**src/rtl/adc_scan_seq.sv**
```systemverilog
// adc_scan_seq: multi-channel SAR ADC scan sequencer with 2-entry result FIFO.
// Drives the mux select and SOC pulse, captures on EOC and tags results by channel.
//
// Ports:
//   clk, rst_n        core clock, async active-low reset
//   en                global enable; low freezes all state
//   start, stop       scan request (IDLE only) / abort (any non-IDLE state)
//   mode_cont         1 = rescan after interval, 0 = single scan
//   ch_mask           enabled channels, latched at scan start
//   settle            mux settle time (SETTLE lasts settle+1 cycles)
//   interval          gap between scans in continuous mode
//   sar_soc           start-of-conversion to SAR controller
//   sar_eoc, sar_data end-of-conversion and result from SAR controller
//   ch_sel            analog mux select
//   res_*             FIFO head (data, channel, valid) and consumer ready
//   busy, scan_done   activity flag and end-of-scan pulse
//   ovf, ovf_clr      sticky drop flag and its clear
module adc_scan_seq #(
  parameter int SIZE = 12,
  parameter int NCH  = 8,
  parameter int CHW  = 3
) (
  input  logic            clk,
  input  logic            rst_n,
  input  logic            en,
  input  logic            start,
  input  logic            stop,
  input  logic            mode_cont,
  input  logic [NCH-1:0]  ch_mask,
  input  logic [3:0]      settle,
  input  logic [15:0]     interval,
  output logic            sar_soc,
  input  logic            sar_eoc,
  input  logic [SIZE-1:0] sar_data,
  output logic [CHW-1:0]  ch_sel,
  output logic [SIZE-1:0] res_data,
  output logic [CHW-1:0]  res_ch,
  output logic            res_valid,
  input  logic            res_ready,
  output logic            busy,
  output logic            scan_done,
  output logic            ovf,
  input  logic            ovf_clr
);

  typedef enum logic [2:0] {
    IDLE, SETTLE, SOC, WAIT, NEXT, GAP
  } state_t;

  state_t         state, state_n;
  logic [CHW-1:0] ch_n;
  logic [NCH-1:0] mask_q, mask_n;
  logic [15:0]    cnt, cnt_n;
  logic           push;

  // {found, index} of the lowest set bit of m at or above lo
  function automatic logic [CHW:0] first_set(
    input logic [NCH-1:0] m,
    input int             lo
  );
    logic [CHW:0] r;
    r = '0;
    for (int i = NCH - 1; i >= 0; i--) begin
      if (m[i] && i >= lo) r = {1'b1, i[CHW-1:0]};
    end
    return r;
  endfunction

  logic [CHW:0] nxt, fst;

  assign nxt = first_set(mask_q, int'(ch_sel) + 1);
  assign fst = first_set(ch_mask, 0);

  always_comb begin
    state_n = state;
    ch_n    = ch_sel;
    mask_n  = mask_q;
    cnt_n   = cnt;
    push    = 1'b0;
    if (en) begin
      if (stop && state != IDLE) begin
        state_n = IDLE;
      end else begin
        unique case (state)
          IDLE: begin
            if (start && |ch_mask) begin
              mask_n  = ch_mask;
              ch_n    = fst[CHW-1:0];
              cnt_n   = {12'b0, settle};
              state_n = SETTLE;
            end
          end
          SETTLE: begin
            if (cnt == 16'd0) state_n = SOC;
            else cnt_n = cnt - 16'd1;
          end
          SOC: state_n = WAIT;
          WAIT: begin
            if (sar_eoc) begin
              push    = 1'b1;
              state_n = NEXT;
            end
          end
          NEXT: begin
            if (nxt[CHW]) begin
              ch_n    = nxt[CHW-1:0];
              cnt_n   = {12'b0, settle};
              state_n = SETTLE;
            end else if (!mode_cont) begin
              state_n = IDLE;
            end else if (interval != 16'd0) begin
              cnt_n   = interval;
              state_n = GAP;
            end else if (|ch_mask) begin
              // zero interval: rescan at once from a fresh mask
              mask_n  = ch_mask;
              ch_n    = fst[CHW-1:0];
              cnt_n   = {12'b0, settle};
              state_n = SETTLE;
            end else begin
              mask_n  = ch_mask;
              state_n = IDLE;
            end
          end
          GAP: begin
            if (cnt != 16'd0) begin
              cnt_n = cnt - 16'd1;
            end else begin
              mask_n = ch_mask;
              if (|ch_mask) begin
                ch_n    = fst[CHW-1:0];
                cnt_n   = {12'b0, settle};
                state_n = SETTLE;
              end else begin
                state_n = IDLE;
              end
            end
          end
          default: state_n = IDLE;
        endcase
      end
    end
  end

  always_ff @(posedge clk or negedge rst_n) begin
    if (!rst_n) begin
      state  <= IDLE;
      ch_sel <= '0;
      mask_q <= '0;
      cnt    <= '0;
    end else begin
      state  <= state_n;
      ch_sel <= ch_n;
      mask_q <= mask_n;
      cnt    <= cnt_n;
    end
  end

  assign sar_soc   = (state == SOC);
  assign busy      = (state != IDLE);
  assign scan_done = (state == NEXT) && !nxt[CHW] && !stop;

  // 2-entry first-word fall-through result FIFO
  logic [SIZE-1:0] dmem [2];
  logic [CHW-1:0]  cmem [2];
  logic            wptr, rptr;
  logic [1:0]      fcnt;
  logic            pop, push_ok, drop;

  assign res_valid = (fcnt != 2'd0);
  assign pop       = en && res_valid && res_ready;
  // a pop in the same cycle frees the slot, so a full FIFO still accepts
  assign push_ok   = push && (fcnt != 2'd2 || pop);
  assign drop      = push && !push_ok;
  assign res_data  = dmem[rptr];
  assign res_ch    = cmem[rptr];

  always_ff @(posedge clk or negedge rst_n) begin
    if (!rst_n) begin
      for (int i = 0; i < 2; i++) begin
        dmem[i] <= '0;
        cmem[i] <= '0;
      end
      wptr <= 1'b0;
      rptr <= 1'b0;
      fcnt <= 2'd0;
      ovf  <= 1'b0;
    end else if (en) begin
      if (push_ok) begin
        dmem[wptr] <= sar_data;
        cmem[wptr] <= ch_sel;
        wptr       <= ~wptr;
      end
      if (pop) rptr <= ~rptr;
      fcnt <= fcnt + {1'b0, push_ok} - {1'b0, pop};
      if (drop) ovf <= 1'b1;
      else if (ovf_clr) ovf <= 1'b0;
    end
  end

endmodule

```
**config.mk**
```make
export PLATFORM = sky130hd
export DESIGN_NAME = adc_scan_seq
export DESIGN_NICKNAME = d
export VERILOG_FILES = /design/src/rtl/adc_scan_seq.sv
export SDC_FILE = /design/constraint.sdc
export NUM_CORES = 1
export LEC_CHECK = 0
export BUFFER_PORTS_ARGS = -buffer_cell sky130_fd_sc_hd__buf_4
export CORE_MARGIN = 1
export CORE_UTILIZATION = 50
export CTS_CLUSTER_DIAMETER = 40
export DETAILED_ROUTE_END_ITERATION = 8
export GPL_TIMING_DRIVEN = 0
export PLACE_DENSITY = 0.85
export SLEW_MARGIN = 20
export SYNTH_ARGS = -nofsm -noshare
export SYNTH_HDL_FRONTEND = slang
export SYNTH_SLANG_ARGS = --single-unit
```
**constraint.sdc**
```tcl
create_clock -name clk -period 3 [get_ports clk]
set_input_delay 0.3 -clock clk [delete_from_list [all_inputs] [get_ports clk]]
set_output_delay 0.3 -clock clk [all_outputs]
set_load 0.01 [all_outputs]
```
==> qor.txt, run 1 <==
RUN STATUS
--------------------------------------------------------------------------------
Outcome                                                                completed

FINAL LAYOUT
--------------------------------------------------------------------------------
Total Nets Final                                                             521
Layout area overhead                                                       22.2%
Fraction of layout instances using a drive strength above 1                35.9%
Post-route core utilization                                                64.4%
Diodes inserted                                                                0

STA
--------------------------------------------------------------------------------
Highest clock rate                                                       353 MHz
Unrepaired setup endpoints after global routing                               no
Hold Violations, Final                                                         0
Final number of setup-violating endpoints                                      0
Pin slew with the least headroom to its limit                           0.807 ns
Post-Route Setup TNS                                                        0 ns
Min Tclk post-route                                                      2.83 ns
Period Utilization, post-route                                             94.4%
Post-route clock skew                                                 0.00693 ns
Worst max-slew margin expressed relative to the limit                      46.2%
Fin. max-slew vios                                                             0

DRT
--------------------------------------------------------------------------------
Post-detailed-route count of antenna-violating nets                            0
Vias per inst                                                               6.22
Total via count in the routed design                                       3,555
Drt initial violations                                                       323
Post-route DRC violation count                                                 0
Detailed-routing iteration count for the pre-antenna-repair pass               7
Wire per inst                                                            17.2 um
Detailed Route WL                                                        9.85 mm

FLOORPLAN
--------------------------------------------------------------------------------
I/O pin total                                                                 72
Site Rows                                                                     31
Die height                                                               90.4 um
Die area                                                                8160 um2
Area of the core                                                        7410 um2
Floorplan die width                                                      90.4 um
Initial core utilization                                                   52.7%

LOGIC SYNTHESIS
--------------------------------------------------------------------------------
Average cell area after synthesis                                       10.1 um2
Most frequently used flop master after synthesis                    sky130_fd_sc_hd__dfrtp_1
Synthesized flop and latch total                                              65
Synth cell types                                                              57
Netlist area before placement                                           3900 um2
Syn. warnings                                                                  0
Sequential share of the synthesized area                                   41.7%
Number of standard cells after synthesis                                     387
Number of enable flip-flop cells after synthesis                               0
Share of flip-flops with an asynchronous set or reset                       100%
Synthesized netlist net count                                                440

CTS
--------------------------------------------------------------------------------
CTS tree                                                                    done
CTS Buf Count                                                                  9
Maximum clock insertion buffer count                                           2
CTS HTree Levels                                                               3
Count of clock tree sinks                                                     65
Hold buffers post-CTS                                                          0
Root Buffer Master                                                  sky130_fd_sc_hd__clkbuf_8
Clock slew at reported path FFs                                          0.08 ns
Clock Latency Late Sink                                                  0.34 ns

JOB
--------------------------------------------------------------------------------
Max-capacitance violation count                                                0

PWR
--------------------------------------------------------------------------------
Worst ir drop on vdd                                                      445 uV
Leakage power figure                                                     2.16 nW
Power Dens Cells                                                      980 nW/um2

SETUP PATH
--------------------------------------------------------------------------------
R2R Path Start                                                            cnt[0]
Critical setup path kind                                                 reg2out
Data arrival at the endpoint of the critical path                        2.53 ns
Endpoint type of the worst setup path                               primary output
Worst endpoint required time                                             2.70 ns
Crit Path Max Fanout                                                          10
Nature of the critical path startpoint                                      flop
Worst setup startpoint                                                 ch_sel[1]

GLOBAL ROUTE
--------------------------------------------------------------------------------
Final global-route overflow total                                              0
Total routing resource utilization after global routing                    24.6%
Wire length of the first global-routing pass                             16.1 mm
Vias in the first global route                                             3,379
Largest net degree at the start of global routing                             66
Number of antenna violations at the first check in global routing              0

PLACE
--------------------------------------------------------------------------------
Number of buffers inserted by port buffering                                  70
Global placer's final weighted congestion                                  0.907
Final HPWL from detailed placement                                       7.15 mm

WORST HOLD PATH
--------------------------------------------------------------------------------
Worst min-delay path class                                              in2async

[worst paths after layout]
| path | end | slack [ns] | cells after the start |
|---|---|---|---|
| setup / recovery | scan_done | 0.17 | 9 |
| hold / removal | dmem[22] | 0.04 | 1 |
| setup reg to reg | cnt[0] | 0.17 | 9 |
| hold reg to reg | cmem[0] | 0.48 | 2 |
| max in group asynchronous | ch_sel[1] | 2.39 | 1 |
| min in group clk | cnt[3] | 0.19 | 2 |
[cell usage in the layout (no fill, tap or decap), drive strengths merged, types with 4 or more instances in the layout]
master,synthesis,final
a22oi,8,8
mux2,52,52
a31oi,8,8
ha,4,4
nand2,29,29
nor4,8,8
nor3,16,16
clkbuf,8,19
a21oi,25,25
nand3,10,10
o2bb2ai,11,11
nor2,24,24
o21bai,4,4
a221o,5,5
buf,8,78
and2,4,4
o21ai,20,20
inv,11,13
or2,6,6
dfrtp,65,65
nand2b,6,6
xor2,5,5
[report_power, final]
| group | switching (W) | internal, W |
|---|---|---|
| sequential | 0.000316 | 0.00124 |
| clock | 0.000368 | 0.000350 |
| combinational | 0.00125 | 0.00115 |
[what timing repair did]
| item | CTS | global route |
|---|---|---|
| endpoints found under the setup margin | 1 | 17 |
| setup buffers | 0 | 0 |
| resized for setup | 1 | 8 |
[registers in the layout, indices dropped and copies added, names as in the netlist]
signal,flops
state,3
mask_q,8
cmem,6
fcnt,2
wptr,1
ovf,1
rptr,1
dmem,24
cnt,16
ch_sel,3
[critical path: stages, from the launching register on]
cell and delay (ns):
sky130_fd_sc_hd__dfrtp_2 0.49, sky130_fd_sc_hd__ha_1 0.34, sky130_fd_sc_hd__nor2b_1 0.18, sky130_fd_sc_hd__o21ai_2 0.08, sky130_fd_sc_hd__a32o_1 0.29, sky130_fd_sc_hd__nor2_1 0.15, sky130_fd_sc_hd__clkbuf_4 0.25, sky130_fd_sc_hd__nand2_1 0.14
sky130_fd_sc_hd__nor2_1 0.14, sky130_fd_sc_hd__buf_4 0.13
[stage by stage]
step / hold slack, ns / worst slack [ns] / power (W) / std cells / cell area, um2
floorplan: 0.00441 / 0.430 / 0.00315 / 387 / 3900
global placement: 0.438 / 0.158 / 0.00378 / 556 / 4550
detailed placement: 0.446 / 0.0694 / 0.00388 / 556 / 4550
CTS: 0.0757 / 0.0685 / 0.00462 / 572 / 4740
global route: 0.119 / 0.0207 / 0.00498 / 572 / 4770
finish: 0.0440 / 0.169 / 0.00467 / 572 / 4770
[layer usage]
layer	routed length, um	track usage [%]
met1	4260	33.9
met3	700	3.03
met2	4680	39.1
met5	0	0
met4	211	10.6
[layout make-up]
class / count / area, um2
inverters: 11 / 41.3
multi-input cells: 295 / 2190
well taps: 99 / 124
flip-flops and latches: 65 / 1630
fillers: 576 / 2640
repair buffers: 70 / 526
plain buffers: 16 / 73.8
clock inverters: 5 / 37.5
clock buffers: 11 / 151
[cells in the mapped netlist (all sizes together) (4+ instances only)]
cell type | count | area [um2]
inv | 11 | 41.3
nor3 | 16 | 101
a221o | 5 | 50.1
mux2 | 52 | 616
nor4 | 8 | 65.1
nor2 | 24 | 90.1
o21bai | 4 | 41.3
nand3 | 10 | 50.1
nand2 | 29 | 109
buf | 8 | 40.0
and2 | 4 | 26.3
o21ai | 20 | 108
or2 | 6 | 37.5
a21oi | 25 | 125
nand2b | 6 | 37.5
o2bb2ai | 11 | 96.3
xor2 | 5 | 43.8
dfrtp | 65 | 1630
a31oi | 8 | 56.3
clkbuf | 8 | 30.0
ha | 4 | 50.1
a22oi | 8 | 65.1
[cell families (layout without fill, tap and decap cells)]
group,Yosys count,count (layout),synth area share (%)
AO/OA/AOI/OAI,108,108,19.6
XOR/XNOR,7,7,1.57
adder cells (fa/ha/maj),4,4,1.28
buffers and inverters,27,113,2.85
flip-flops,65,65,41.7
multiplexers,54,54,16.3
AND/OR/NAND/NOR,122,122,16.7
Power figures use the tool's default switching activity.
==> run 2, diff against run 1 <==
Settings changed: CORE_UTILIZATION 50 to 56, PLACE_DENSITY 0.85 to 0.92, TNS_END_PERCENT set to 100.
==> run 2 against run 1 <==
  * Sequential power about the same
  * Core utilization up 5.8 points
  * Clock skew about the same
  * Sequential share of layout area is 0.18 points higher
  * Design area fell by 0.52%
  * Combinational power about the same
  * Clock-buffer cell count did not move
  * Hold slack hardly changed
  * Critical path type unchanged
  * Critical endpoint unchanged
  * Largest cell class unchanged
==> qor.txt, run 2 (synthesized netlist as in run 1, its figures left out) <==
FINAL LAYOUT
--------------------------------------------------------------------------------
Layout area overhead                                                       21.6%
Leading cell type in the layout, fill and taps excluded             sky130_fd_sc_hd__buf_4
Diodes inserted                                                                0   unchanged
Total Nets Final                                                             521   unchanged
Regs by FF count                                                    dmem: 24 flops, cnt: 16 flops, mask_q: 8 flops
Register containing the most flip-flops in the final layout                 dmem
Number of flip-flops in the largest register                                  24   unchanged
Final instance count without filler cells                                    553   -3.3%
Commonest cells after routing, fill and taps aside                  sky130_fd_sc_hd__buf_4 (70), sky130_fd_sc_hd__dfrtp_1 (64), sky130_fd_sc_hd__mux2_2 (44), sky130_fd_sc_hd__nand2_1 (29), sky130_fd_sc_hd__a21oi_1 (25)
Fraction of layout instances using a drive strength above 1                35.7%   -0.21 points

DRT
--------------------------------------------------------------------------------
Drt initial violations                                                       300   -7.1%
Post-detailed-route count of antenna-violating nets                            0   unchanged
Vias per inst                                                               6.37   +2.6%
Wire per inst                                                            17.6 um   +2.3%
Total via count in the routed design                                       3,525   -0.84%
Post-route DRC violation count                                                 0   unchanged
Detailed Route WL                                                        9.75 mm   -1.1%
Detailed-routing iteration count for the pre-antenna-repair pass               7   unchanged

SETUP PATH
--------------------------------------------------------------------------------
Slack of the worst reg-to-reg path                                       0.17 ns   about the same
Critical setup path kind                                                 reg2out
R2R Path Start                                                         ch_sel[1]
Worst endpoint required time                                             2.70 ns   about the same
Data arrival at the endpoint of the critical path                        2.57 ns   +0.04 ns
Crit Path Max Fanout                                                          10   unchanged
R2R Path End                                                           mask_q[6]
Endpoint type of the worst setup path                               primary output
Nature of the critical path startpoint                                      flop
Worst-case reg-to-reg path depth                                               9   unchanged

STA
--------------------------------------------------------------------------------
Fin. max-slew vios                                                             0   unchanged
Unrepaired setup endpoints after global routing                               no
Final number of setup-violating endpoints                                      0   unchanged
Worst max-slew margin expressed relative to the limit                      47.1%   +0.94 points
Post-route clock skew                                                 0.00727 ns   +0.000345 ns
Post-Route Setup TNS                                                        0 ns   unchanged
Period Utilization, post-route                                             95.6%   +1.2 points
Hold Violations, Final                                                         0   unchanged
Final Worst Setup Slack                                                 0.133 ns   -0.0363 ns
Min Tclk post-route                                                      2.87 ns   +0.0363 ns
Pin slew with the least headroom to its limit                           0.793 ns   -0.0141 ns
Highest clock rate                                                       349 MHz   -1.3%

FLOORPLAN
--------------------------------------------------------------------------------
Die area                                                                7310 um2   -10%
Site Rows                                                                     30   -3.2%
Area of the core                                                        6760 um2   -8.8%
Die height                                                               85.5 um   -5.4%
Floorplan die width                                                      85.5 um   -5.4%
Initial core utilization                                                   57.8%   +5.1 points
I/O pin total                                                                 72   unchanged

GLOBAL ROUTE
--------------------------------------------------------------------------------
Largest net degree at the start of global routing                             66   unchanged
Vias in the first global route                                             3,421   +1.2%
Number of antenna violations at the first check in global routing              0   unchanged
Total routing resource utilization after global routing                    27.7%   +3.1 points
Final global-route overflow total                                              0   unchanged
Wire length of the first global-routing pass                             16.0 mm   -0.90%

CTS
--------------------------------------------------------------------------------
Maximum clock insertion buffer count                                           2   unchanged
Hold buffers post-CTS                                                          0   unchanged
Clock slew at reported path FFs                                          0.07 ns   about the same
Clock Latency Late Sink                                                  0.35 ns   about the same
CTS tree                                                                    done
Post-CTS setup buffer count                                                    0   unchanged
CTS Buf Count                                                                  9   unchanged
CTS HTree Levels                                                               3   unchanged
Count of clock tree sinks                                                     65   unchanged
Root Buffer Master                                                  sky130_fd_sc_hd__clkbuf_8

PLACE
--------------------------------------------------------------------------------
Global placer's final weighted congestion                                  0.894   -1.5%
Placed cell count                                                            537   -3.4%
Final HPWL from detailed placement                                       7.01 mm   -2.0%
Post-Place Worst Slack                                                 0.0751 ns   +0.00575 ns
Number of buffers inserted by port buffering                                  70   unchanged

PWR
--------------------------------------------------------------------------------
Power Dens Cells                                                      991 nW/um2   +1.2%
Leakage power figure                                                     2.15 nW   -0.11%
Worst ir drop on vdd                                                      509 uV   +15%

RUN STATUS
--------------------------------------------------------------------------------
Outcome                                                                completed

WORST HOLD PATH
--------------------------------------------------------------------------------
Worst min-delay path class                                              in2async

JOB
--------------------------------------------------------------------------------
Max-capacitance violation count                                                0   unchanged

-- run 2: per-layer routing --
metal / track usage, % / share of wire, % / vias up
met5: 0 / 0 / -
met4: 10.0 / 1.0 / 0
met3: 5.20 / 7.7 / 15
met2: 48.1 / 51 / 176
met1: 34.6 / 40 / 1702
li1: - / - / 1632
-- run 2: critical path, cell delays in order, from the launching register on --
cell	delay (ns)
sky130_fd_sc_hd__dfrtp_2	0.49
sky130_fd_sc_hd__ha_2	0.37
sky130_fd_sc_hd__nor2b_1	0.18
sky130_fd_sc_hd__o21ai_2	0.08
sky130_fd_sc_hd__a32o_1	0.29
sky130_fd_sc_hd__nor2_1	0.17
sky130_fd_sc_hd__clkbuf_4	0.24
sky130_fd_sc_hd__nand2_1	0.15
sky130_fd_sc_hd__nor2_1	0.12
sky130_fd_sc_hd__buf_4	0.13
-- run 2: worst max path at each step --
| stage | from | cells past startpoint | endpoint | slack [ns] |
|---|---|---|---|---|
| 3_3_place_gp | ch_sel[1] | 10 | cnt[11] | 0.17 |
| 4_1_cts | ch_sel[1] | 9 | scan_done | 0.08 |
| 6_report | ch_sel[1] | 9 | scan_done | 0.13 |
| 2_1_floorplan | ch_sel[1] | 9 | mask_q[0] | 0.43 |
| 3_5_place_dp | ch_sel[1] | 10 | cnt[13] | 0.08 |
| 5_1_grt | ch_sel[1] | 9 | scan_done | 0.03 |
-- run 2: cell type report --
class / instances / area (um2)
multi-input combinational: 295 / 2180
fill: 499 / 2010
sequential: 65 / 1630
timing repair buffer: 70 / 526
clock buffer: 11 / 141
tap: 80 / 100
buffer: 16 / 73.8
clock inverter: 5 / 55.1
inverter: 11 / 41.3
-- run 2: power by group --
part           total [W]  internal (W)  switching, W  leakage [nW]
Sequential       0.00156       0.00124      0.000314         0.846
Clock           0.000754      0.000404      0.000350        0.0953
Combinational    0.00239       0.00115       0.00124          1.21
-- run 2: timing repair --
action                     in CTS  in global routing
resized for setup               2                  6
cloned                          0                  0
setup endpoints to repair       1                 18
-- run 2: through the flow --
step	hold slack, ns	area (um2)	utilization, %	power, W
final	0.0438	4750	70.2	0.00470
after CTS	0.0688	4730	70.1	0.00465
after detailed placement	0.442	4530	67.0	0.00388
after global routing	0.113	4750	70.2	0.00499
after floorplan	0.00441	3900	-	0.00315
after global placement	0.434	4530	67.0	0.00377
==> run 3, diff against run 2 <==
Settings changed: ABC_AREA set to 1, ABC_CLOCK_PERIOD_IN_PS set to 3000, CORE_UTILIZATION 56 to 57, GPL_ROUTABILITY_DRIVEN set to 0.
==> run 3 against run 2 <==
  * Global-route usage up 2.0 points
  * First-iteration DRC count grew 15%
  * Non-clock buffer count did not move
  * Clock power rose by 25%
  * Critical path depth unchanged
  * Combinational power about the same
  * Largest power group unchanged
==> qor.txt, run 3 <==
LOGIC SYNTHESIS
----------------------------------------------------------------------------------------
Netlist area before placement                                                   4410 um2   +13%
Number of enable flip-flop cells after synthesis                                       0   unchanged
Most frequently used flop master after synthesis                            sky130_fd_sc_hd__dfrtp_1
Syn. warnings                                                                          0   unchanged
Synth cell types                                                                      40   -30%
Most frequent cells after synthesis                                         sky130_fd_sc_hd__nand2_1 (184), sky130_fd_sc_hd__inv_1 (67), sky130_fd_sc_hd__dfrtp_1 (65)
Leading cell type by number of instances after synthesis                    sky130_fd_sc_hd__nand2_1
Average cell area after synthesis                                               7.14 um2   -29%
Number of standard cells after synthesis                                             618   +60%
Sequential share of the synthesized area                                           36.9%   -4.8 points
Area share of the leading cell type in the synthesized netlist                     36.9%   -4.8 points
Synthesized flop and latch total                                                      65   unchanged
Share of flip-flops with an asynchronous set or reset                               100%   unchanged
Synthesized netlist net count                                                        671   +53%
Biggest area consumer among synthesized cells                               sky130_fd_sc_hd__dfrtp_1
Area contributors post-synth                                                sky130_fd_sc_hd__dfrtp_1 (37%), sky130_fd_sc_hd__nand2_1 (16%), sky130_fd_sc_hd__o21ai_0 (6.0%), sky130_fd_sc_hd__inv_1 (5.7%), sky130_fd_sc_hd__nor2_1 (4.8%)

STA
----------------------------------------------------------------------------------------
Fin. max-slew vios                                                                     0   unchanged
Unrepaired setup endpoints after global routing                                       no
Final Worst Setup Slack                                                         0.419 ns   +0.286 ns
Highest clock rate                                                               387 MHz   +11%
Post-route clock skew                                                          0.0127 ns   +0.00539 ns
Period Utilization, post-route                                                     86.0%   -9.5 points
Pin slew with the least headroom to its limit                                   0.826 ns   +0.0336 ns
Min Tclk post-route                                                              2.58 ns   -0.286 ns
Post-Route Setup TNS                                                                0 ns   unchanged
Worst max-slew margin expressed relative to the limit                              44.9%   -2.2 points
Hold Violations, Final                                                                 0   unchanged
Final number of setup-violating endpoints                                              0   unchanged

FINAL LAYOUT
----------------------------------------------------------------------------------------
Diodes inserted                                                                        0   unchanged
Register containing the most flip-flops in the final layout                         dmem
Sequential cell area in the final layout                                        1630 um2   about the same
Footprint of the multi-input gates                                              2410 um2   +11%
Leading cell type in the layout, fill and taps excluded                     sky130_fd_sc_hd__nand2_1
Fillers                                                                              577   +16%
Number of flip-flops in the largest register                                          24   unchanged
Fraction of layout instances using a drive strength above 1                        24.4%   -11 points
Regs by FF count                                                            dmem: 24 flops, cnt: 16 flops, mask_q: 8 flops
Layout area overhead                                                               20.4%
Total Nets Final                                                                     752   +44%
Final instance count without filler cells                                            803   +45%
Commonest cells after routing, fill and taps aside                          sky130_fd_sc_hd__nand2_1 (184), sky130_fd_sc_hd__buf_4 (71), sky130_fd_sc_hd__inv_1 (67), sky130_fd_sc_hd__dfrtp_1 (65), sky130_fd_sc_hd__nor2_1 (57)

FLOORPLAN
----------------------------------------------------------------------------------------
I/O pin total                                                                         72   unchanged
Area of the core                                                                7370 um2   +9.1%
Die height                                                                       90.0 um   +5.2%
Floorplan die width                                                              90.0 um   +5.2%
Initial core utilization                                                           59.9%   +2.1 points
Die area                                                                        8100 um2   +11%
Site Rows                                                                             31   +3.3%

CTS
----------------------------------------------------------------------------------------
Post-CTS setup buffer count                                                            0   unchanged
CTS tree                                                                            done
Maximum clock insertion buffer count                                                   2   unchanged
Count of clock tree sinks                                                             65   unchanged
Hold buffers post-CTS                                                                  0   unchanged
CTS Buf Count                                                                          9   unchanged
Root Buffer Master                                                          sky130_fd_sc_hd__clkbuf_8
Clock Latency Late Sink                                                          0.36 ns   about the same
CTS HTree Levels                                                                       3   unchanged
Clock slew at reported path FFs                                                  0.08 ns   about the same
Post_cts resized                                                                       0   -2

SETUP PATH
----------------------------------------------------------------------------------------
Highest cell delay on the worst timing path                                      0.47 ns   -0.02 ns
Category of cells accounting for the largest share of critical-path delay   simple AND/OR/NAND/NOR gates
Worst endpoint required time                                                     2.70 ns   about the same
Data arrival at the endpoint of the critical path                                2.28 ns   -0.29 ns
Ordered list of cells on the worst path                                     ha_1, inv_1, nand2_1, nand3_1, nand2_2, nor2_4, nand3_2, nor2_1, buf_4
Cell with the largest stage delay on the worst path                         sky130_fd_sc_hd__dfrtp_1
Critical setup path kind                                                         reg2out
Endpoint type of the worst setup path                                       primary output
Nature of the critical path startpoint                                              flop
Critical path buffer and inverter count                                                2   unchanged
Crit Path Max Fanout                                                                   7   -3

PWR
----------------------------------------------------------------------------------------
Switching Share                                                                    44.2%   +3.6 points
Leakage power figure                                                             2.81 nW   +31%
Relative contribution of the clock network to total power                          19.9%   +3.9 points
Internal power consumption                                                     0.00265 W   -5.1%
Power Dens Cells                                                              896 nW/um2   -9.6%
Portion of total power attributed to combinational logic                           50.2%   -0.6 points
Reported net switching power                                                   0.00210 W   +10%
Sequential share of power                                                          29.9%   -3.2 points
Worst ir drop on vdd                                                              555 uV   +9.0%

GLOBAL ROUTE
----------------------------------------------------------------------------------------
Most Crowded Layer GR                                                               met2
Largest net degree at the start of global routing                                     66   unchanged
Final global-route overflow total                                                      0   unchanged
Met2 Resource Use GR                                                               46.9%   -1.2 points
Vias in the first global route                                                     4,268   +25%
Wire length of the first global-routing pass                                     19.4 mm   +21%
Met1 usage in global routing                                                       39.5%   +4.9 points
Number of antenna violations at the first check in global routing                      0   unchanged
Total routing resource utilization after global routing                            29.7%   +2.0 points
GR met3 Demand/Resource                                                            4.48%   -0.71 points

PLACE
----------------------------------------------------------------------------------------
Number of buffers inserted by port buffering                                          70   unchanged
Placed cell count                                                                    787   +47%
Post-Place Worst Slack                                                          0.738 ns   +0.663 ns
Final HPWL from detailed placement                                               8.17 mm   +17%

DRT
----------------------------------------------------------------------------------------
Drt initial violations                                                               345   +15%
Wire per inst                                                                    14.3 um   -19%
Vias per inst                                                                       5.61   -12%
Detailed Route WL                                                                11.5 mm   +18%
Post-detailed-route count of antenna-violating nets                                    0   unchanged
Detailed-routing iteration count for the pre-antenna-repair pass                       5   -2
Post-route DRC violation count                                                         0   unchanged
Total via count in the routed design                                               4,502   +28%

WORST HOLD PATH
----------------------------------------------------------------------------------------
Worst min-delay path class                                                      in2async

JOB
----------------------------------------------------------------------------------------
Max-capacitance violation count                                                        0   unchanged

RUN STATUS
----------------------------------------------------------------------------------------
Outcome                                                                        completed

-- run 3: changes by cell type in the layout (fill, tap and decap cells not counted), moves of 24 or more --
cell and delta:
sky130_fd_sc_hd__o21ai_0 +35, sky130_fd_sc_hd__inv_1 +56, sky130_fd_sc_hd__nand3_1 +24, sky130_fd_sc_hd__nor2_1 +33, sky130_fd_sc_hd__mux2_2 -29, sky130_fd_sc_hd__nand2_1 +155
-- run 3: power groups by stage --
stage	clock network [W]	logic (W)	registers, W
detailed placement	0	0.00232	0.00143
finish	0.000945	0.00239	0.00142
global route	0.000999	0.00265	0.00146
global placement	0	0.00223	0.00142
floorplan	0	0.00174	0.00137
CTS	0.000951	0.00235	0.00142
-- run 3: per-stage QoR --
| stage | utilization [%] | total power [W] | hold slack (ns) | cell area [um2] |
|---|---|---|---|---|
| detailed placement | 68.7 | 0.00375 | 0.452 | 5060 |
| finish | 72.1 | 0.00476 | 0.0439 | 5310 |
| floorplan | - | 0.00311 | 0.00441 | 4410 |
| global route | 72.1 | 0.00511 | 0.100 | 5310 |
| global placement | 68.7 | 0.00365 | 0.431 | 5060 |
| CTS | 72.1 | 0.00472 | 0.0719 | 5310 |
-- run 3: routing by layer --
metal / up-vias / wire length (um)
met5: - / 0
met4: 0 / 442
met3: 58 / 924
met2: 230 / 5290
met1: 2072 / 4810
li1: 2142 / -
-- run 3: area by class of cell --
class | count | area share (%)
repair buffers | 70 | 9.90
clock inverters | 7 | 2.36
plain buffers | 16 | 1.72
inverters | 74 | 5.28
flip-flops and latches | 65 | 30.6
multi-input cells | 463 | 45.5
clock buffers | 9 | 2.33
well taps | 99 | 2.33
-- run 3: final timing paths --
| path | slack (ns) | endpoint | from | cells past startpoint |
|---|---|---|---|---|
| min in group clk | 0.20 | dmem[13] | sar_data[1] | 3 |
| max in group asynchronous | 2.42 | ovf | rst_n | 1 |
| worst max-delay path | 0.42 | scan_done | ch_sel[0] | 9 |
| worst max register to register | 0.62 | fcnt[1] | state[0] | 12 |
| worst min register to register | 0.49 | dmem[0] | dmem[0] | 2 |
| worst min-delay path | 0.04 | dmem[15] | rst_n | 1 |
-- run 3: kinds of logic (layout without fill, tap and decap cells) --
family,after synthesis,after routing,synth area share (%)
DFF,65,65,36.9
adders and majority gates,4,4,1.13
buffers and inverters,90,176,8.42
and+or+nand+nor,326,326,33.1
xor gates and xnor gates,14,14,2.78
muxes,15,15,3.83
AOI/OAI and AO/OA,104,104,13.8
